<file path="src/rtl/branch_pkg.sv">
// Shared types and constants for the LEGv8 branch / PC unit.
package branch_pkg;

    typedef enum logic [2:0] {
        BR_NONE   = 3'd0,
        BR_UNCOND = 3'd1,
        BR_CBZ    = 3'd2,
        BR_CBNZ   = 3'd3,
        BR_COND   = 3'd4,
        BR_REG    = 3'd5
    } br_type_t;

    localparam logic [3:0] COND_EQ = 4'h0;
    localparam logic [3:0] COND_NE = 4'h1;
    localparam logic [3:0] COND_HS = 4'h2;
    localparam logic [3:0] COND_LO = 4'h3;
    localparam logic [3:0] COND_MI = 4'h4;
    localparam logic [3:0] COND_PL = 4'h5;
    localparam logic [3:0] COND_VS = 4'h6;
    localparam logic [3:0] COND_VC = 4'h7;
    localparam logic [3:0] COND_HI = 4'h8;
    localparam logic [3:0] COND_LS = 4'h9;
    localparam logic [3:0] COND_GE = 4'hA;
    localparam logic [3:0] COND_LT = 4'hB;
    localparam logic [3:0] COND_GT = 4'hC;
    localparam logic [3:0] COND_LE = 4'hD;
    localparam logic [3:0] COND_AL = 4'hE;
    localparam logic [3:0] COND_NV = 4'hF;

    localparam int PC_INCR    = 4;
    localparam int WORD_SHIFT = 2;

    // Flag register layout is {N, Z, C, V}.
    function automatic logic [3:0] pack_nzcv(input logic n, input logic z,
                                             input logic c, input logic v);
        return {n, z, c, v};
    endfunction

endpackage

</file>
<file path="src/rtl/branch_pc_unit_cond_eval.sv">
// B.cond evaluator against registered NZCV flags.
// BRANCH_FULL_COND_EN enables every ARMv8 code; otherwise only EQ/NE/GE/LT.
module cond_eval
    import branch_pkg::*;
(
    input  logic [3:0] cond,
    input  logic [3:0] nzcv,
    output logic       result
);

    logic n_s, z_s, c_s, v_s;
    logic gt_s, hi_s;
    logic full_result_s;
    logic supported_s;

    assign n_s  = nzcv[3];
    assign z_s  = nzcv[2];
    assign c_s  = nzcv[1];
    assign v_s  = nzcv[0];
    assign hi_s = c_s & ~z_s;
    assign gt_s = ~z_s & (n_s == v_s);

    // Architectural evaluation of every condition code.
    always_comb begin
        full_result_s = 1'b0;
        case (cond)
            COND_EQ: full_result_s = z_s;
            COND_NE: full_result_s = ~z_s;
            COND_HS: full_result_s = c_s;
            COND_LO: full_result_s = ~c_s;
            COND_MI: full_result_s = n_s;
            COND_PL: full_result_s = ~n_s;
            COND_VS: full_result_s = v_s;
            COND_VC: full_result_s = ~v_s;
            COND_HI: full_result_s = hi_s;
            COND_LS: full_result_s = ~hi_s;
            COND_GE: full_result_s = (n_s == v_s);
            COND_LT: full_result_s = (n_s != v_s);
            COND_GT: full_result_s = gt_s;
            COND_LE: full_result_s = ~gt_s;
            COND_AL: full_result_s = 1'b1;
            COND_NV: full_result_s = 1'b1;
            default: full_result_s = 1'b0;
        endcase
    end

    // Reduced builds mask off every code outside the minimal set.
    always_comb begin
        supported_s = 1'b0;
`ifdef BRANCH_FULL_COND_EN
        supported_s = 1'b1;
`else
        case (cond)
            COND_EQ: supported_s = 1'b1;
            COND_NE: supported_s = 1'b1;
            COND_GE: supported_s = 1'b1;
            COND_LT: supported_s = 1'b1;
            default: supported_s = 1'b0;
        endcase
`endif
    end

    assign result = full_result_s & supported_s;

endmodule

</file>
<file path="src/rtl/branch_pc_unit.sv">
// Registered PC, NZCV flag register and branch resolution for the LEGv8 core.
// Optional macro BRANCH_FULL_COND_EN widens B.cond support (see cond_eval).
module branch_pc_unit
    import branch_pkg::*;
#(
    parameter int ADDR_W = 64
) (
    input  logic              clk,
    input  logic              reset,
    input  logic              pc_en,
    input  br_type_t          br_type,
    input  logic [3:0]        br_cond,
    input  logic [ADDR_W-1:0] br_offset,
    input  logic [ADDR_W-1:0] br_reg_target,
    input  logic              alu_zero,
    input  logic              alu_neg,
    input  logic              alu_carry,
    input  logic              alu_ovf,
    input  logic              set_flags,
    output logic [ADDR_W-1:0] pc,
    output logic [ADDR_W-1:0] pc_plus4,
    output logic              taken,
    output logic [3:0]        flags_q
);

    logic [ADDR_W-1:0] pc_r;
    logic [3:0]        flags_r;
    logic [ADDR_W-1:0] pc_plus4_s;
    logic [ADDR_W-1:0] rel_target_s;
    logic [ADDR_W-1:0] next_pc_s;
    logic              cond_taken_s;
    logic              taken_s;

    // B.cond looks only at committed flags, never the in-flight ALU status.
    cond_eval u_cond_eval (
        .cond   (br_cond),
        .nzcv   (flags_r),
        .result (cond_taken_s)
    );

    assign pc_plus4_s   = pc_r + ADDR_W'(PC_INCR);
    assign rel_target_s = pc_r + (br_offset << WORD_SHIFT);

    // Branch decision for the current instruction.
    always_comb begin
        taken_s = 1'b0;
        case (br_type)
            BR_NONE:   taken_s = 1'b0;
            BR_UNCOND: taken_s = 1'b1;
            BR_CBZ:    taken_s = alu_zero;
            BR_CBNZ:   taken_s = ~alu_zero;
            BR_COND:   taken_s = cond_taken_s;
            BR_REG:    taken_s = 1'b1;
            default:   taken_s = 1'b0;
        endcase
    end

    // Next-PC select: register target, PC-relative target, or fall-through.
    always_comb begin
        next_pc_s = pc_plus4_s;
        if (taken_s && (br_type == BR_REG)) begin
            next_pc_s = br_reg_target;
        end else if (taken_s) begin
            next_pc_s = rel_target_s;
        end else begin
            next_pc_s = pc_plus4_s;
        end
    end

    // PC and flag state; reset wins over a committing instruction.
    always_ff @(posedge clk) begin
        if (reset) begin
            pc_r    <= {ADDR_W{1'b0}};
            flags_r <= 4'b0000;
        end else if (pc_en) begin
            pc_r <= next_pc_s;
            if (set_flags) begin
                flags_r <= pack_nzcv(alu_neg, alu_zero, alu_carry, alu_ovf);
            end
        end
    end

    assign pc       = pc_r;
    assign pc_plus4 = pc_plus4_s;
    assign taken    = taken_s;
    assign flags_q  = flags_r;

endmodule

</file>
<file path="config.mk">
export PLATFORM = sky130hd
export DESIGN_NAME = branch_pc_unit
export DESIGN_NICKNAME = d
export VERILOG_FILES = /design/src/rtl/branch_pkg.sv /design/src/rtl/branch_pc_unit_cond_eval.sv /design/src/rtl/branch_pc_unit.sv
export SDC_FILE = /design/constraint.sdc
export NUM_CORES = 1
export LEC_CHECK = 0
export ABC_AREA = 0
export ABC_CLOCK_PERIOD_IN_PS = 3900
export BUFFER_PORTS_ARGS = -buffer_cell sky130_fd_sc_hd__buf_2
export CORE_ASPECT_RATIO = 1.2
export CORE_MARGIN = 1.5
export CORE_UTILIZATION = 53
export CTS_BUF_LIST = sky130_fd_sc_hd__clkbuf_8
export DETAILED_ROUTE_END_ITERATION = 10
export PLACE_DENSITY = 0.83
export SLEW_MARGIN = 20
export SYNTH_ARGS = -nofsm -noshare
export SYNTH_HDL_FRONTEND = slang
export SYNTH_SLANG_ARGS = --single-unit
export TNS_END_PERCENT = 100
</file>
<file path="constraint.sdc">
create_clock -name clk -period 3.9 [get_ports clk]
set_input_delay 0.39 -clock clk [delete_from_list [all_inputs] [get_ports clk]]
set_output_delay 0.39 -clock clk [all_outputs]
set_load 0.05 [all_outputs]
</file>
* After elaboration in Yosys (flattened, before gate mapping) *
Index checks and enable logic that the tools add are counted.

storage, ports and cells
  logic and storage cells = 47
  bits in latches = 0
  memories = 0
  register bits = 68
  memory bits (read-only) = 0
  memory bits (writable) = 0

cells by class
  add/sub/neg operators = 2
  $mul = 0
  divide/modulo/power cells = 0
  equality and inequality tests = 22
  bitwise logic cells = 10
  $lt $le $gt $ge = 0
  reduce and logical (&&, ||, !) cells = 6
  shift operators = 0
  mux-type cells = 5

operators by type and width
  operator                 count
  $mux W64                 2
  $add A64 B3 Y64 const B  1
  $add A64 B64 Y64         1
  $eq A4 B4 Y1 const B     8
  $eq A4 B3 Y1 const B     4
  $pmux W1 S15             1
  $eq A4 B2 Y1 const B     2
  $not A1 Y1               7
  $eq A3 B2 Y1 const B     2
  $eq A3 B3 Y1 const B     2
  $eq A4 B1 Y1 const B     1
  $logic_not A4 Y1         1
  $pmux W1 S4              1
  $reduce_or A2 Y1         2
  $reduce_or A4 Y1         1
  $and A1 B1 Y1            3
  $eq A3 B1 Y1 const B     1
  $reduce_and A2 Y1        1
  $eq A1 B1 Y1             1
  $logic_and A1 B1 Y1      1
  $mux W1                  1
  $ne A1 B1 Y1             1

* Longest topological paths before layout *
  word-level depth = 8
  mapped depth = 12

* By module *
From an unflattened synthesis, not the netlist that was laid out.

unflattened totals
  cells, all modules = 1200
  area total of the unflattened synthesis = 8405.6 sq um

modules (own cells, without submodules)
  module          area an instance (sq um)  instances  cells an instance
  branch_pc_unit  8348.0                    1          1192
  cond_eval       57.6                      1          8

* Worst setup path before layout *
No wires, ideal clock.

  path kind = reg-to-reg
  start = reg pc_r[22] (netlist: pc[22])
  end = reg pc_r[61] (netlist: pc[61])
  path buffers = 0
  setup slack = -0.033 ns
  stages on the path, launching flop included = 10
  arrival = 3.869 ns
  period minus slack after synthesis = 3.933 ns
  data required time = 3.836 ns
  path through = dfxtp_1 and4_4 nand4_4 or4_4 nor2_1 nand4_1 xnor2_1 o221a_2 or3b_2 nand3_1

on the way
  cells in the longest elaborated chain, start to end = 3
  elaborated cells between the ends (all ways) = 4
  classes of those cells = add/sub: 2; mux: 2

ends and longest elaborated chain
  what                      RTL line              RTL
  start: declaration        branch_pc_unit.sv:26  logic [ADDR_W-1:0] pc_r;
  start signal: assignment  branch_pc_unit.sv:73  pc_r <= {ADDR_W{1'b0}};
  start signal: assignment  branch_pc_unit.sv:76  pc_r <= next_pc_s;
  $add A64 B3 Y64           branch_pc_unit.sv:41  assign pc_plus4_s = pc_r + ADDR_W'(PC_INCR);
  net pc_plus4[61]          branch_pc_unit.sv:21  output logic [ADDR_W-1:0] pc_plus4,
  $mux W64                  branch_pc_unit.sv:63  end else if (taken_s) begin
  $mux W64                  branch_pc_unit.sv:61  if (taken_s && (br_type == BR_REG)) begin

The timed path passes the listed nets, and every way through them passes these cells.
A chain may end at the register's enable or synchronous reset.

* Worst setup path after layout *
  start = reg pc_r[3] (netlist: pc[3])
  end = out pc_plus4[46]

on the way
  cells in the longest elaborated chain, start to end = 1

ends and longest elaborated chain
  what              RTL line
  $add A64 B3 Y64   branch_pc_unit.sv:41
  end: declaration  branch_pc_unit.sv:21

No other way between the ends.

==> flow_summary.yaml <==
timing:
  hold_ws_ps: 278.4
  worst_clock_skew_ps: 12.49
  totalNegativeSetupSlack_ps: 0
  clock.fmax_mhz: 268.4
  relSlewSlack_pct: 37.68
  setup_viol: 0
  min_period_ps: 3726
  fin_crit_sh_pct: 95.53
  drv_slew: 0
  finalHoldViolations: 0
  worst_slew_pin_slew_ps: 931.4
  rsz0062_at_grt: "no"
  setup_slack_ps: 174.3
pwr:
  seqPwrFrac_pct: 25.8
  p_sw_share_pct: 49.27
  p_comb_share_pct: 53.8
  max-vdd-ir-drop_mv: 0.2415
  p_switching_uw: 1685
  clkPwrFrac_pct: 20.5
  p_int_uw: 1734
  p_per_area_nw_per_um2: 341.2
  p_leak_uw: 0.004802
floorplanning:
  start_util_pct: 54.63
  num_rows: 49
  die_w_um: 117.1
  ioPinCount: 276
  core-area_um2: 15140
  dieHeight_um: 139.9
  die-area_um2: 16370
yosys:
  synth_cells: 1181
  synth-seq-area-share_pct: 16.45
  ys_ff_latch: 68
  yosysMostFrequentCell: "nand2_1"
  avgSynthCellArea_um2: 7.005
  ys_top_cells_by_count: "nand2_1 (154), a21oi_1 (122), nor2_1 (100)"
  async_flop_share_pct: 0
  ys_warn_count: 0
  synth_cell_type_count: 72
  yosys.area.top_type_share_pct: 16.45
  synthesis.area_um2: 8273
  synth_top_area_cell: "dfxtp_1"
  synth_edf_count: 0
  synth_top_flop_cell: "dfxtp_1"
  synth_fp_nets: 1387
  synth.area.top_cells: "dfxtp_1 (16%), ha_1 (9.4%), xnor2_1 (8.3%), a21oi_1 (7.4%), nand2_1 (7.0%)"
critical_path:
  path_class: "reg2out"
  r2r_slack_ps: 370
  crit_fanout: 10
  end_kind: "output pin"
  cp_data_required_time_ps: 3510
  start_kind: "flip-flop"
  cp.arrival_ps: 3340
clock_network:
  postCtsHoldBufs: 0
  cts_max_level: 3
  clk_latency_ps: 370
  cts_resized: 0
  clk_pin_slew_ps: 90
  cts.sinks: 68
  cts-root-buf: "clkbuf_8"
  post_cts.repair.setup_buffers: 0
  cts.path.max_buffers: 2
  cts_buffers: 9
  cts_tree: "done"
final_layout:
  stdcell_area_um2: 10020
  fillers: 1391
  syn_to_final_growth_pct: 21.11
  final_util_pct: 66.17
  drive_gt1_share_pct: 23.89
  nets: 1620
global_route:
  grt_pass1_vias: 9733
  grt_max_degree: 57
  grtUsageTotal_pct: 36.90
  grt_overflow: 0
  antenna_found_initial: 0
  grt_first_pass_wirelength_um: 47820
placement:
  io_buffer_count: 273
  place_ws_ps: 286.1
  hpwl_um: 23060
  place_congestion: 0.9867
  placed_area_um2: 9799
detailed_routing:
  route.detailed.drc: 0
  dr.pass1.iters: 6
  viasPerCell: 6.281
  drt_iter0_drc: 851
  routed_wl_um: 30740
  drtAntennaViolNets: 0
  wire_per_inst_um: 18.93
  via_count: 10200
flow_run:
  maxCapViolCount: 0
worst_hold_path:
  worstHoldPathType: "in2reg"
status:
  status: "completed"
==> power groups by stage <==
stage | Combinational [uW] | Sequential (uW) | Clock [uW]
detailed placement | 1800 | 893 | 0
finish | 1840 | 881 | 699
CTS | 1810 | 877 | 704
global route | 1980 | 892 | 738
floorplan | 1140 | 1100 | 0
global placement | 1790 | 891 | 0
==> cell type report <==
class	count	area (um2)	share of cell area (%)
tap	204	255.2	2.547
antenna	1	2.502	0.02498
sequential	68	1361	13.59
clock inverter	6	80.08	0.7992
clock buffer	10	137.6	1.374
inverter	20	75.07	0.7493
timing repair buffer	296	1539	15.36
multi-input combinational	1019	6569	65.56
==> critical path: stages, from the launching register on <==
cell and delay [ps]:
dfxtp_1 480, ha_1 240, and3_1 260, nand4_1 290
nor4_2 530, buf_4 340, nand2_1 180, nor2_1 160
xnor2_1 170, buf_2 310
==> routing by layer <==
metal | routed length [um] | share of wire [%] | global-route usage [%] | vias to the layer above
met4 | 1648 | 5.4 | 20.99 | 0
li1 | - | - | - | 4793
met1 | 11810 | 38 | 42.98 | 4748
met2 | 14860 | 48 | 61.96 | 537
met3 | 2419 | 7.9 | 7.491 | 122
met5 | 0 | 0 | 0 | -
==> final timing paths <==
kind	endpoint	from	depth (start not counted)
min	flags_q[3]$_SDFFE_PP0P_	alu_neg	3
max reg2reg	pc[54]$_SDFFE_PP0P_	pc[2]$_SDFFE_PP0P_	13
min reg2reg	flags_q[1]$_SDFFE_PP0P_	flags_q[1]$_SDFFE_PP0P_	2
max	pc_plus4[46]	pc[3]$_SDFFE_PP0P_	9
==> metrics by stage <==
step / power (uW) / instances
2_1_floorplan: 2234 / 1181
3_3_place_gp: 2678 / 1607
3_5_place_dp: 2695 / 1607
4_1_cts: 3395 / 1623
5_1_grt: 3606 / 1623
6_report: 3419 / 1624
==> sequential cells by signal (all words and copies together), names as in the netlist <==
register and cells:
pc 64, flags_q 4
==> cells by family after synthesis <==
kind of cell    count (synthesis)  synth area share [%]
flops                          68                 16.45
mux                             9                 1.104
compound gates                391                 30.16
buf+inv                        94                 4.416
xor+xnor                      115                 12.45
fa+ha+maj                      63                 9.619
simple gates                  441                 25.80
==> cells in the final DEF, fill, tap and decap left out, drive strengths merged, types with 6 or more instances in the layout <==
| master | netlist | final |
|---|---|---|
| o22ai | 7 | 7 |
| nand3 | 53 | 53 |
| o21ai | 68 | 68 |
| nand2b | 18 | 18 |
| mux2i | 8 | 8 |
| o221ai | 7 | 7 |
| o211ai | 27 | 27 |
| a31oi | 23 | 23 |
| o21bai | 15 | 15 |
| nor3 | 18 | 18 |
| buf | 15 | 296 |
| and2 | 6 | 6 |
| a21o | 39 | 39 |
| a211oi | 12 | 12 |
| ha | 62 | 62 |
| xnor2 | 78 | 78 |
| inv | 20 | 22 |
| and4 | 8 | 8 |
| dfxtp | 68 | 68 |
| o31ai | 9 | 9 |
| a22oi | 10 | 10 |
| a21oi | 123 | 123 |
| nand2 | 154 | 154 |
| nand4 | 33 | 33 |
| and3 | 19 | 19 |
| clkbuf | 59 | 10 |
| nor2b | 11 | 11 |
| xor2 | 36 | 36 |
| nor2 | 100 | 100 |
(Power assumes the default switching activity.)
